--- config.mk ---
export PLATFORM = sky130hd
export DESIGN_NAME = mod_period_detector
export DESIGN_NICKNAME = d
export VERILOG_FILES = /design/src/rtl/mod_period_detector.sv
export SDC_FILE = /design/constraint.sdc
export NUM_CORES = 1
export LEC_CHECK = 0
export BUFFER_PORTS_ARGS = -buffer_cell sky130_fd_sc_hd__buf_2
export CORE_UTILIZATION = 60
export CTS_CLUSTER_DIAMETER = 80
export DETAILED_ROUTE_END_ITERATION = 12
export PLACE_DENSITY = 0.77
export SLEW_MARGIN = 20
export SYNTH_ARGS = -nofsm -noshare
export SYNTH_HDL_FRONTEND = slang
export SYNTH_SLANG_ARGS = --single-unit
export TNS_END_PERCENT = 1
--- constraint.sdc ---
create_clock -name clk -period 3.7 [get_ports clk]
set_input_delay 0.37 -clock clk [delete_from_list [all_inputs] [get_ports clk]]
set_output_delay 0.37 -clock clk [all_outputs]
set_load 0.005 [all_outputs]
--- src/rtl/mod_period_detector.sv ---
// Measures the half-period of a (possibly asynchronous) modulation square wave in clock
// cycles, converts it to half-period units, tracks lock and flags loss of signal.
module mod_period_detector #(
   parameter int WIDTH         = 16,
   parameter int PRESCALE_LOG2 = 2,
   parameter int SYNC_STAGES   = 2,
   parameter int LOCK_COUNT    = 3,
   parameter int TOL           = 1,
   parameter int TIMEOUT       = 65535
) (
   input  logic                           clk,
   input  logic                           rst,
   input  logic                           mod_in,
   input  logic                           enable,
   output logic                           mod_level,
   output logic [WIDTH+PRESCALE_LOG2-1:0] half_period_cycles,
   output logic [WIDTH-1:0]               half_period,
   output logic                           meas_valid,
   output logic                           locked,
   output logic                           lost,
   output logic [1:0]                     state_dbg
);

   localparam int CW = WIDTH + PRESCALE_LOG2;
   localparam logic [CW-1:0] ONE_C     = CW'(1);
   localparam logic [CW-1:0] TOL_C     = CW'(TOL);
   localparam logic [CW-1:0] TIMEOUT_C = CW'(TIMEOUT);
   localparam logic [3:0]    LOCK_C    = 4'(LOCK_COUNT);

   typedef enum logic [1:0] {
      IDLE  = 2'd0,
      ARMED = 2'd1,
      TRACK = 2'd2
   } state_t;

   state_t                 state, state_n;
   logic [SYNC_STAGES-1:0] sync_q;
   logic                   level_d;
   logic                   edge_q;
   logic [CW-1:0]          cnt;
   logic [CW-1:0]          diff;
   logic                   in_tol;
   logic                   timeout_hit;
   logic [3:0]             match_cnt, match_n;
   logic                   cap;
   logic                   lost_n;

   // Synchronizer and edge-history flops idle high, matching the idle level of mod_in.
   always_ff @(posedge clk or negedge rst) begin
      if (!rst) begin
         sync_q  <= '1;
         level_d <= 1'b1;
         edge_q  <= 1'b0;
      end else begin
         sync_q  <= {sync_q[SYNC_STAGES-2:0], mod_in};
         level_d <= sync_q[SYNC_STAGES-1];
         edge_q  <= sync_q[SYNC_STAGES-1] ^ level_d;
      end
   end

   assign mod_level = sync_q[SYNC_STAGES-1];

   // Value seen on an edge cycle is the number of cycles since the previous edge.
   always_ff @(posedge clk or negedge rst) begin
      if (!rst) begin
         cnt <= '0;
      end else if (!enable) begin
         cnt <= '0;
      end else if (edge_q) begin
         cnt <= ONE_C;
      end else if (cnt != '1) begin
         cnt <= cnt + ONE_C;
      end
   end

   assign diff        = (cnt >= half_period_cycles) ? (cnt - half_period_cycles)
                                                    : (half_period_cycles - cnt);
   assign in_tol      = (diff <= TOL_C);
   assign timeout_hit = (cnt == TIMEOUT_C);

   always_ff @(posedge clk or negedge rst) begin
      if (!rst) begin
         state <= IDLE;
      end else begin
         state <= state_n;
      end
   end

   // An edge always takes priority over a timeout landing on the same cycle.
   always_comb begin
      state_n = state;
      match_n = match_cnt;
      cap     = 1'b0;
      lost_n  = 1'b0;
      if (!enable) begin
         state_n = IDLE;
         match_n = 4'd0;
      end else begin
         case (state)
            IDLE: begin
               if (edge_q) state_n = ARMED;
            end
            ARMED: begin
               if (edge_q) begin
                  cap     = 1'b1;
                  match_n = 4'd1;
                  state_n = TRACK;
               end else if (timeout_hit) begin
                  lost_n  = 1'b1;
                  match_n = 4'd0;
                  state_n = IDLE;
               end
            end
            TRACK: begin
               if (edge_q) begin
                  cap = 1'b1;
                  if (!in_tol)                match_n = 4'd1;
                  else if (match_cnt < LOCK_C) match_n = match_cnt + 4'd1;
                  else                         match_n = LOCK_C;
               end else if (timeout_hit) begin
                  lost_n  = 1'b1;
                  match_n = 4'd0;
                  state_n = IDLE;
               end
            end
            default: begin
               state_n = IDLE;
               match_n = 4'd0;
            end
         endcase
      end
   end

   // meas_valid is a one-cycle strobe with no back-pressure: half_period_cycles and
   // half_period carry the new measurement in the same cycle it is high.
   always_ff @(posedge clk or negedge rst) begin
      if (!rst) begin
         match_cnt          <= 4'd0;
         meas_valid         <= 1'b0;
         lost               <= 1'b0;
         half_period_cycles <= '0;
      end else begin
         match_cnt  <= match_n;
         meas_valid <= cap;
         lost       <= lost_n;
         if (!enable) begin
            half_period_cycles <= '0;
         end else if (cap) begin
            half_period_cycles <= cnt;
         end
      end
   end

   assign locked      = (match_cnt >= LOCK_C);
   assign half_period = half_period_cycles[CW-1:PRESCALE_LOG2];
   assign state_dbg   = state;

endmodule
# After elaboration in Yosys (flattened, before gate mapping)
# Cells that the tools add are included.
# word_totals
output_inout_bits,40
reg_bits,48
elab_cells,56
# classes
eq_ne,9
magnitude_cmp,4
n_reduce_logical,3
n_mux,26
n_bitwise,1
n_addsub,4
# op_table
op,count
$mux 18,6
$sub 18x18->18,2
$mux 4,6
$add 18x1->18 const B,1
$eq 18x16->1 const B,1
$ge 18x18->1,1
$le 18x1->1 const B,1
$ne 18x18->1 const B,1
$pmux 4 s3,1
$mux 2,5
$mux 1,7
$ne 3x3->1 const B,2
$pmux 2 s3,1
$add 4x1->4 const B,1
$ge 4x2->1 const B,1
$lt 4x2->1 const B,1
$ne 3x1->1 const B,1
$eq 2x1->1 const B,1
$eq 2x2->1 const B,1
$logic_not 2->1,1
$ne 2x1->1 const B,1
$ne 2x2->1 const B,1
$reduce_and 2->1,1
$reduce_or 2->1,1
$xor 1x1->1,1

# Depth between registers and ports, before layout
# Gate-level depths: netlist of the first run.
# logic_depth
depth_word,7
mapped_depth,13
ltp_nobuf,13

# Worst setup path before layout of the first run
# No wires, ideal clock.
# synth_path
kind,register to register
start,register cnt[0]
end,register match_cnt[0]
period_less_slack_ns,3.237
path_stages_with_launch,14
n_path_buf,0
arrival_time_ns,3.113
setup_time_ns,0.124
path_slack_ns,0.463
cell_sequence,dfrtp_1 -> inv_1 -> ha_1 -> inv_1 -> fa_1 -> a21o_1 -> a221oi_4 -> a2bb2oi_2 -> nand3_4 -> nand2b_1 -> or4_4 -> a211oi_2 -> o211ai_1 -> o31a_1
# synth_via
elab_chain_cells,7
# synth_rtl
item,line_no,text
"start, declared",40,logic [CW-1:0] cnt;
"start signal, assigned",72,cnt <= cnt + ONE_C;
"$sub 18x18->18, or another cell as far along",77,: (half_period_cycles - cnt);
$mux 18,76,assign diff = (cnt >= half_period_cycles) ? (cnt - half_period_cycles)
$le 18x1->1,78,assign in_tol = (diff <= TOL_C);
$mux 4,117,if (!in_tol) match_n = 4'd1;
$mux 4,115,if (edge_q) begin
$pmux 4 s3 *,99,case (state)
$mux 4 *,95,if (!enable) begin
"end signal, assigned",143,match_cnt <= match_n;
"end, declared",44,"logic [3:0] match_cnt, match_n;"
# Every way passes the cells marked *; elsewhere a longest branch is shown, timed or not.
# A chain may end at the register's enable or synchronous reset.

# Final worst setup path of the first run
# layout_path
start,register half_period_cycles[4]
end,register match_cnt[0]
# layout_via
elab_chain_cells,7
# layout_rtl
item,line_no,text
"start, declared",16,"output logic [WIDTH+PRESCALE_LOG2-1:0] half_period_cycles,"
"start signal, assigned",149,half_period_cycles <= cnt;
"$sub 18x18->18, or another cell as far along",77,
$mux 18 *,76,
$le 18x1->1 *,78,
$mux 4 *,117,
$mux 4 *,115,
$pmux 4 s3 *,99,
$mux 4 *,95,
# Marked as above.

==> results by group, run 1 <==
Status
  – Status: finished, final reports clean

Floorplan
  – Row count: 30
  – Die area: 7410 um2
  – Ports: 44
  – Placeable Area: 6830 um2
  – Die Wd: 86.1 um
  – Initial Util: 62.1%
  – Die height: 86.1 um

Placed design
  – Post-DP HPWL: 8270 um
  – Placed inst area: 4450 um2
  – GP Congestion: 0.912
  – IO buf count: 43

Worst setup path
  – Reg2Reg Depth: 11
  – Reg2Reg Capture Point: match_cnt[0]
  – R2r setup slk: 0.21 ns
  – Nature of the critical path endpoint: flip-flop
  – Reg2reg start: half_period_cycles[4]
  – CP startpoint kind: flip-flop
  – CP max FO: 14
  – Arrival @ worst endpoint: 3.68 ns
  – Setup CP Type: reg -> reg
  – Required time of the critical path: 3.89 ns

Power and ir drop
  – Worst IR Drop VDD: 0.000272 V
  – Sequential power share: 47.9%
  – Switching share of power: 29.9%
  – LEAKAGE: 2.15 nW
  – Total power divided by cell area: 250 nW/um2
  – Clock network power share: 28.9%
  – Pint: 0.798 mW
  – Switch Pwr: 0.340 mW
  – Logic pwr share: 23.2%

Synthesis
  – Avg Cell Area, Syn: 8.63 um2
  – Mux contribution to synthesized area: 0.501%
  – Post-synth top area share: 26.5%
  – Ys async rst share: 100%
  – Post-Syn Area: 4240 um2
  – Synth area leaders: dfrtp_1 (27%), ha_1 (12%), xnor2_1 (4.5%)
  – Sequential share of the synthesized area: 28.4%
  – EDFF count, synth: 0
  – Warnings from Yosys: 0
  – Synth Register Bits: 48
  – Area share of and/or/nand/nor cells after synthesis: 17.0%
  – Yosys top cell by area: dfrtp_1
  – Mapped Nets: 539
  – Largest family of logic cells by synthesized area: compound AO/OA/AOI/OAI gates
  – Netlist cell types: 65
  – Xor/xnor share of the synthesized area: 6.60%
  – Adder-Cell Fraction of Synth Area: 13.0%
  – Complex-gate fraction of the synthesized area: 24.6%
  – Synthesized instance count: 492
  – Top_reg_cell synth: dfrtp_1

Layout
  – Area growth syn-to-layout: 7.37%
  – Finished Cell Area: 4560 um2
  – Ant. Diodes: 0
  – Final core utilization: 66.7%
  – Fin nets: 566
  – Share of cells above drive strength 1: 15.2%
  – Commonest non-fill, non-tap cell in the layout: inv_1
  – Most frequent cells in the layout: inv_1 (50), dfrtp_1 (45), buf_2 (42)

Global route
  – GRT met1 Usage: 41.1%
  – Met3 Use GR: 3.27%
  – Met2 Use GR: 47.9%
  – Global Route Usage Sum: 29.3%
  – Most used routing layer: met2
  – Gr ovfl total: 0
  – Number of global-route vias before repair: 3605
  – Initial antenna violation count: 0
  – Largest net degree at the start of global routing: 49
  – First-pass GRT wire length: 17100 um

STA
  – Slew Viols, Final: 0
  – Slew at the pin closest to its max-slew limit: 0.964 ns
  – Slew HR: 35.4%
  – Highest Clock Rate: 286 MHz
  – Clock skew: 0.00483 ns
  – Final hold vios: 0
  – Final period utilization: 94.4%
  – RSZ-0062 raised after global routing: no
  – Tmin final: 3.49 ns
  – Final setup TNS: 0 ns
  – Final setup viols: 0

Hold path
  – HP Class: in -> async

Route
  – DR vias: 3795
  – DRT iter0 DRCs: 230
  – DRC viols: 0
  – DR pass1 iterations: 5
  – Wire per inst: 17.1 um
  – Drt via density: 6.16
  – Post-route ant nets: 0
  – Final wirelength: 10500 um

CTS
  – Number of buffers created by CTS: 5
  – CTS tree: yes
  – Clock latency on the worst-skew pair: 0.30 ns
  – H-tree levels: 2
  – Clk sinks: 48
  – Reg clk slew, reported paths: 0.09 ns
  – Clk buf depth: 2
  – Root buffer cell: clkbuf_8
  – Hold-fix buffers, CTS: 0

Flow run
  – Max-Cap Viols: 0
==> layout make-up <==
type,instances,area (um2)
Fill cell,602,2270
Sequential cell,48,1200
Inverter,50,188
Tap cell,96,120
Clock inverter,1,7.51
Clock buffer,7,86.3
Multi-Input combinational cell,358,2640
Timing Repair Buffer,56,315
==> synthesized netlist by cell type (6+ instances only) <==
| master | instances |
|---|---|
| ha_1 | 41 |
| inv_1 | 50 |
| nor2b_1 | 7 |
| xor2_1 | 10 |
| nor2_1 | 38 |
| o21ai_0 | 24 |
| nand4_1 | 14 |
| buf_4 | 16 |
| nand2_1 | 25 |
| a22o_1 | 18 |
| xnor2_1 | 22 |
| a211oi_1 | 8 |
| a21oi_1 | 33 |
| nor3_1 | 8 |
| o21bai_1 | 7 |
| dfrtp_1 | 45 |
| clkbuf_1 | 9 |
| nand3_1 | 8 |
| buf_2 | 8 |
| o211ai_1 | 6 |
==> registers in the layout, indices dropped and copies added, names as in the netlist, 2 cells and up <==
name,cells
cnt,18
half_period_cycles,18
match_cnt,4
state_dbg,2
sync_q,2
==> worst max-delay path by stage <==
stage	from	end	slack, ns	cells after the start
2_1_floorplan	cnt[0]	match_cnt[0]	0.46	13
3_3_place_gp	cnt[0]	match_cnt[1]	0.34	13
3_5_place_dp	half_period_cycles[4]	match_cnt[1]	0.22	11
4_1_cts	half_period_cycles[4]	match_cnt[1]	0.19	11
5_1_grt	half_period_cycles[0]	match_cnt[0]	0.01	13
6_report	half_period_cycles[4]	match_cnt[0]	0.21	11
==> cell families (layout without fill, tap and decap cells) <==
family                     count (synthesis)  in the layout
and+or+nand+nor                          137            137
adders and majority gates                 43             43
AOI/OAI and AO/OA                        144            144
muxes                                      2              2
xor gates and xnor gates                  32             32
buffers and inverters                     86            114
DFF                                       48             48
==> power groups by stage <==
| stage | sequential (mW) | clock, mW | combinational [mW] |
|---|---|---|---|
| final | 0.546 | 0.329 | 0.264 |
| after global routing | 0.547 | 0.355 | 0.291 |
| after CTS | 0.546 | 0.335 | 0.261 |
| after detailed placement | 0.556 | 0 | 0.260 |
| after global placement | 0.556 | 0 | 0.257 |
| after floorplan | 0.553 | 0 | 0.192 |
==> worst max-delay path, cell delays in order (launching register included) <==
cell       delay [ns]
dfrtp_1          0.41
inv_1            0.06
ha_1             0.47
a21o_1           0.29
a221oi_4         0.37
a2bb2oi_2        0.24
nand3_4          0.16
nand2b_1         0.18
or4_4            0.47
a211oi_2         0.18
o211ai_1         0.20
o31a_1           0.33
==> through the flow <==
stage	power, mW	std cells	hold WS (ns)	setup slack [ns]
after floorplan	0.746	492	0.0744	0.463
after global placement	0.812	608	0.350	0.342
after detailed placement	0.816	608	0.352	0.221
after CTS	1.14	616	0.156	0.194
after global routing	1.19	616	0.125	0.0109
final	1.14	616	0.0648	0.207
==> repair_timing <==
item,4_1_cts,5_1_grt
gates resized for setup,0,1
buffers inserted,0,0
endpoints found under the setup margin,0,1
==> layer usage <==
metal  vias to the layer above  share of wire [%]  wire length [um]
li1                       1795                  -                 -
met2                       138                 47              4970
met5                         -                  0                 0
met1                      1853                 47              4900
met4                         0               0.88                93
met3                         9                5.2               548
Power figures use the tool's default switching activity.
==> run 2, diff against run 1 <==
HOLD_SLACK_MARGIN = 0.15   (was default)
SLEW_MARGIN = default   (was 20)
==> run 2 against run 1 <==
  * First-iteration DRC count increased by 9.1%
  * Die area unchanged
  * Sequential power about the same
  * Fmax barely moved
  * Core utilization about the same
  * Register-to-register slack about the same
  * Sequential share of layout area about the same
  * Critical endpoint unchanged
==> results by group, run 2 (synthesized netlist as in run 1, its figures left out) <==
Placed design
  – Placed Cells: 608
  – GP Congestion: 0.912
  – Placed inst area: 4450 um2
  – Post-DP HPWL: 8270 um
  – IO buf count: 43

Worst setup path
  – Setup CP Type: reg -> reg
  – Nature of the critical path endpoint: flip-flop
  – Required time of the critical path: 3.89 ns
  – Arrival @ worst endpoint: 3.69 ns
  – CP max FO: 14
  – CP startpoint kind: flip-flop
  – Reg2Reg Depth: 11
  – R2r setup slk: 0.21 ns

Route
  – Wire per inst: 17.1 um
  – DRT iter0 DRCs: 251
  – Post-route ant nets: 0
  – Final wirelength: 10500 um
  – DR pass1 iterations: 5
  – Drt via density: 6.12
  – DRC viols: 0
  – DR vias: 3771

Layout
  – Most frequent cells in the layout: inv_1 (50), dfrtp_1 (45), buf_2 (43)
  – Top Registers: cnt: 18 flops, half_period_cycles: 18 flops, match_cnt: 4 flops
  – Ant. Diodes: 0
  – Commonest non-fill, non-tap cell in the layout: inv_1
  – Share of cells above drive strength 1: 15.2%
  – Fin cells: 616
  – Fillers: 603
  – Fin nets: 566
  – Area growth syn-to-layout: 7.31%
  – Finished Cell Area: 4550 um2

Global route
  – Global Route Usage Sum: 29.3%
  – Gr ovfl total: 0
  – First-pass GRT wire length: 17100 um
  – Largest net degree at the start of global routing: 49
  – Initial antenna violation count: 0
  – Number of global-route vias before repair: 3605

STA
  – Slew Viols, Final: 0
  – Final setup TNS: 0 ns
  – Slew at the pin closest to its max-slew limit: 1.09 ns
  – RSZ-0062 raised after global routing: no
  – Highest Clock Rate: 286 MHz
  – Final hold vios: 0
  – Tmin final: 3.49 ns
  – Final period utilization: 94.4%
  – Final setup viols: 0
  – Slew HR: 27.6%
  – Clock skew: 0.00563 ns

CTS
  – Clk buf depth: 2
  – Number of buffers created by CTS: 5
  – H-tree levels: 2
  – Postcts setup bufs: 0
  – CTS tree: yes
  – PostCTS Resize Cnt: 0
  – Hold-fix buffers, CTS: 0
  – Root buffer cell: clkbuf_8
  – Clock latency on the worst-skew pair: 0.30 ns
  – Clk sinks: 48
  – Reg clk slew, reported paths: 0.09 ns

Floorplan
  – Row count: 30
  – Die Wd: 86.1 um
  – Die height: 86.1 um
  – Initial Util: 62.1%
  – Placeable Area: 6830 um2
  – Ports: 44
  – Die area: 7410 um2

Status
  – Status: finished, final reports clean

Hold path
  – HP Class: in -> reg
  – Hold depth: 1

Power and ir drop
  – Worst IR Drop VDD: 0.000272 V
  – Total Power: 1.14 mW
  – LEAKAGE: 2.15 nW
  – Total power divided by cell area: 250 nW/um2

Flow run
  – Max-Cap Viols: 0
run 2: changes by cell type in the layout (fill, tap and decap cells not counted):
cell / previous run / this run
buf_2: 42 / 43
buf_4: 14 / 13
run 2: worst paths after layout:
check                                 startpoint      endpoint
max in group asynchronous                    rst  state_dbg[0]
min reg2reg                            sync_q[0]     sync_q[1]
max                        half_period_cycles[4]  match_cnt[0]
max reg2reg                half_period_cycles[4]  match_cnt[0]
min                                       mod_in     sync_q[0]
min in group asynchronous                    rst       cnt[15]
run 2: report_power, final:
group | switching (mW) | total (mW) | internal, mW
clock | 0.177 | 0.329 | 0.152
combinational | 0.153 | 0.264 | 0.112
sequential | 0.0113 | 0.546 | 0.535
run 2: cell type report:
type | instances | area, um2 | area share, %
Multi-Input combinational cell | 358 | 2640 | 57.9
Sequential cell | 48 | 1200 | 26.5
Timing Repair Buffer | 56 | 313 | 6.87
Inverter | 50 | 188 | 4.12
Tap cell | 96 | 120 | 2.64
Clock buffer | 7 | 86.3 | 1.90
Clock inverter | 1 | 7.51 | 0.165
run 2: routing by layer:
layer / wire length (um) / track usage (%)
met5: 0 / 0
met4: 87 / 8.33
met3: 547 / 3.27
met2: 5010 / 47.9
met1: 4900 / 41.1
run 2: critical path, stage by stage (launching register included):
cell and delay [ns]:
dfrtp_1 0.42, inv_1 0.06, ha_1 0.47, a21o_1 0.29, a221oi_4 0.37, a2bb2oi_2 0.24
nand3_4 0.16, nand2b_1 0.18, or4_4 0.47, a211oi_2 0.18, o211ai_1 0.19, o31a_1 0.33
run 2: stage by stage:
stage / hold slack, ns / utilization, % / worst slack, ns
floorplan: 0.0744 / - / 0.463
global placement: 0.350 / 65.2 / 0.342
detailed placement: 0.352 / 65.2 / 0.221
CTS: 0.156 / 66.6 / 0.194
global route: 0.151 / 66.7 / 0.0109
finish: 0.161 / 66.7 / 0.206
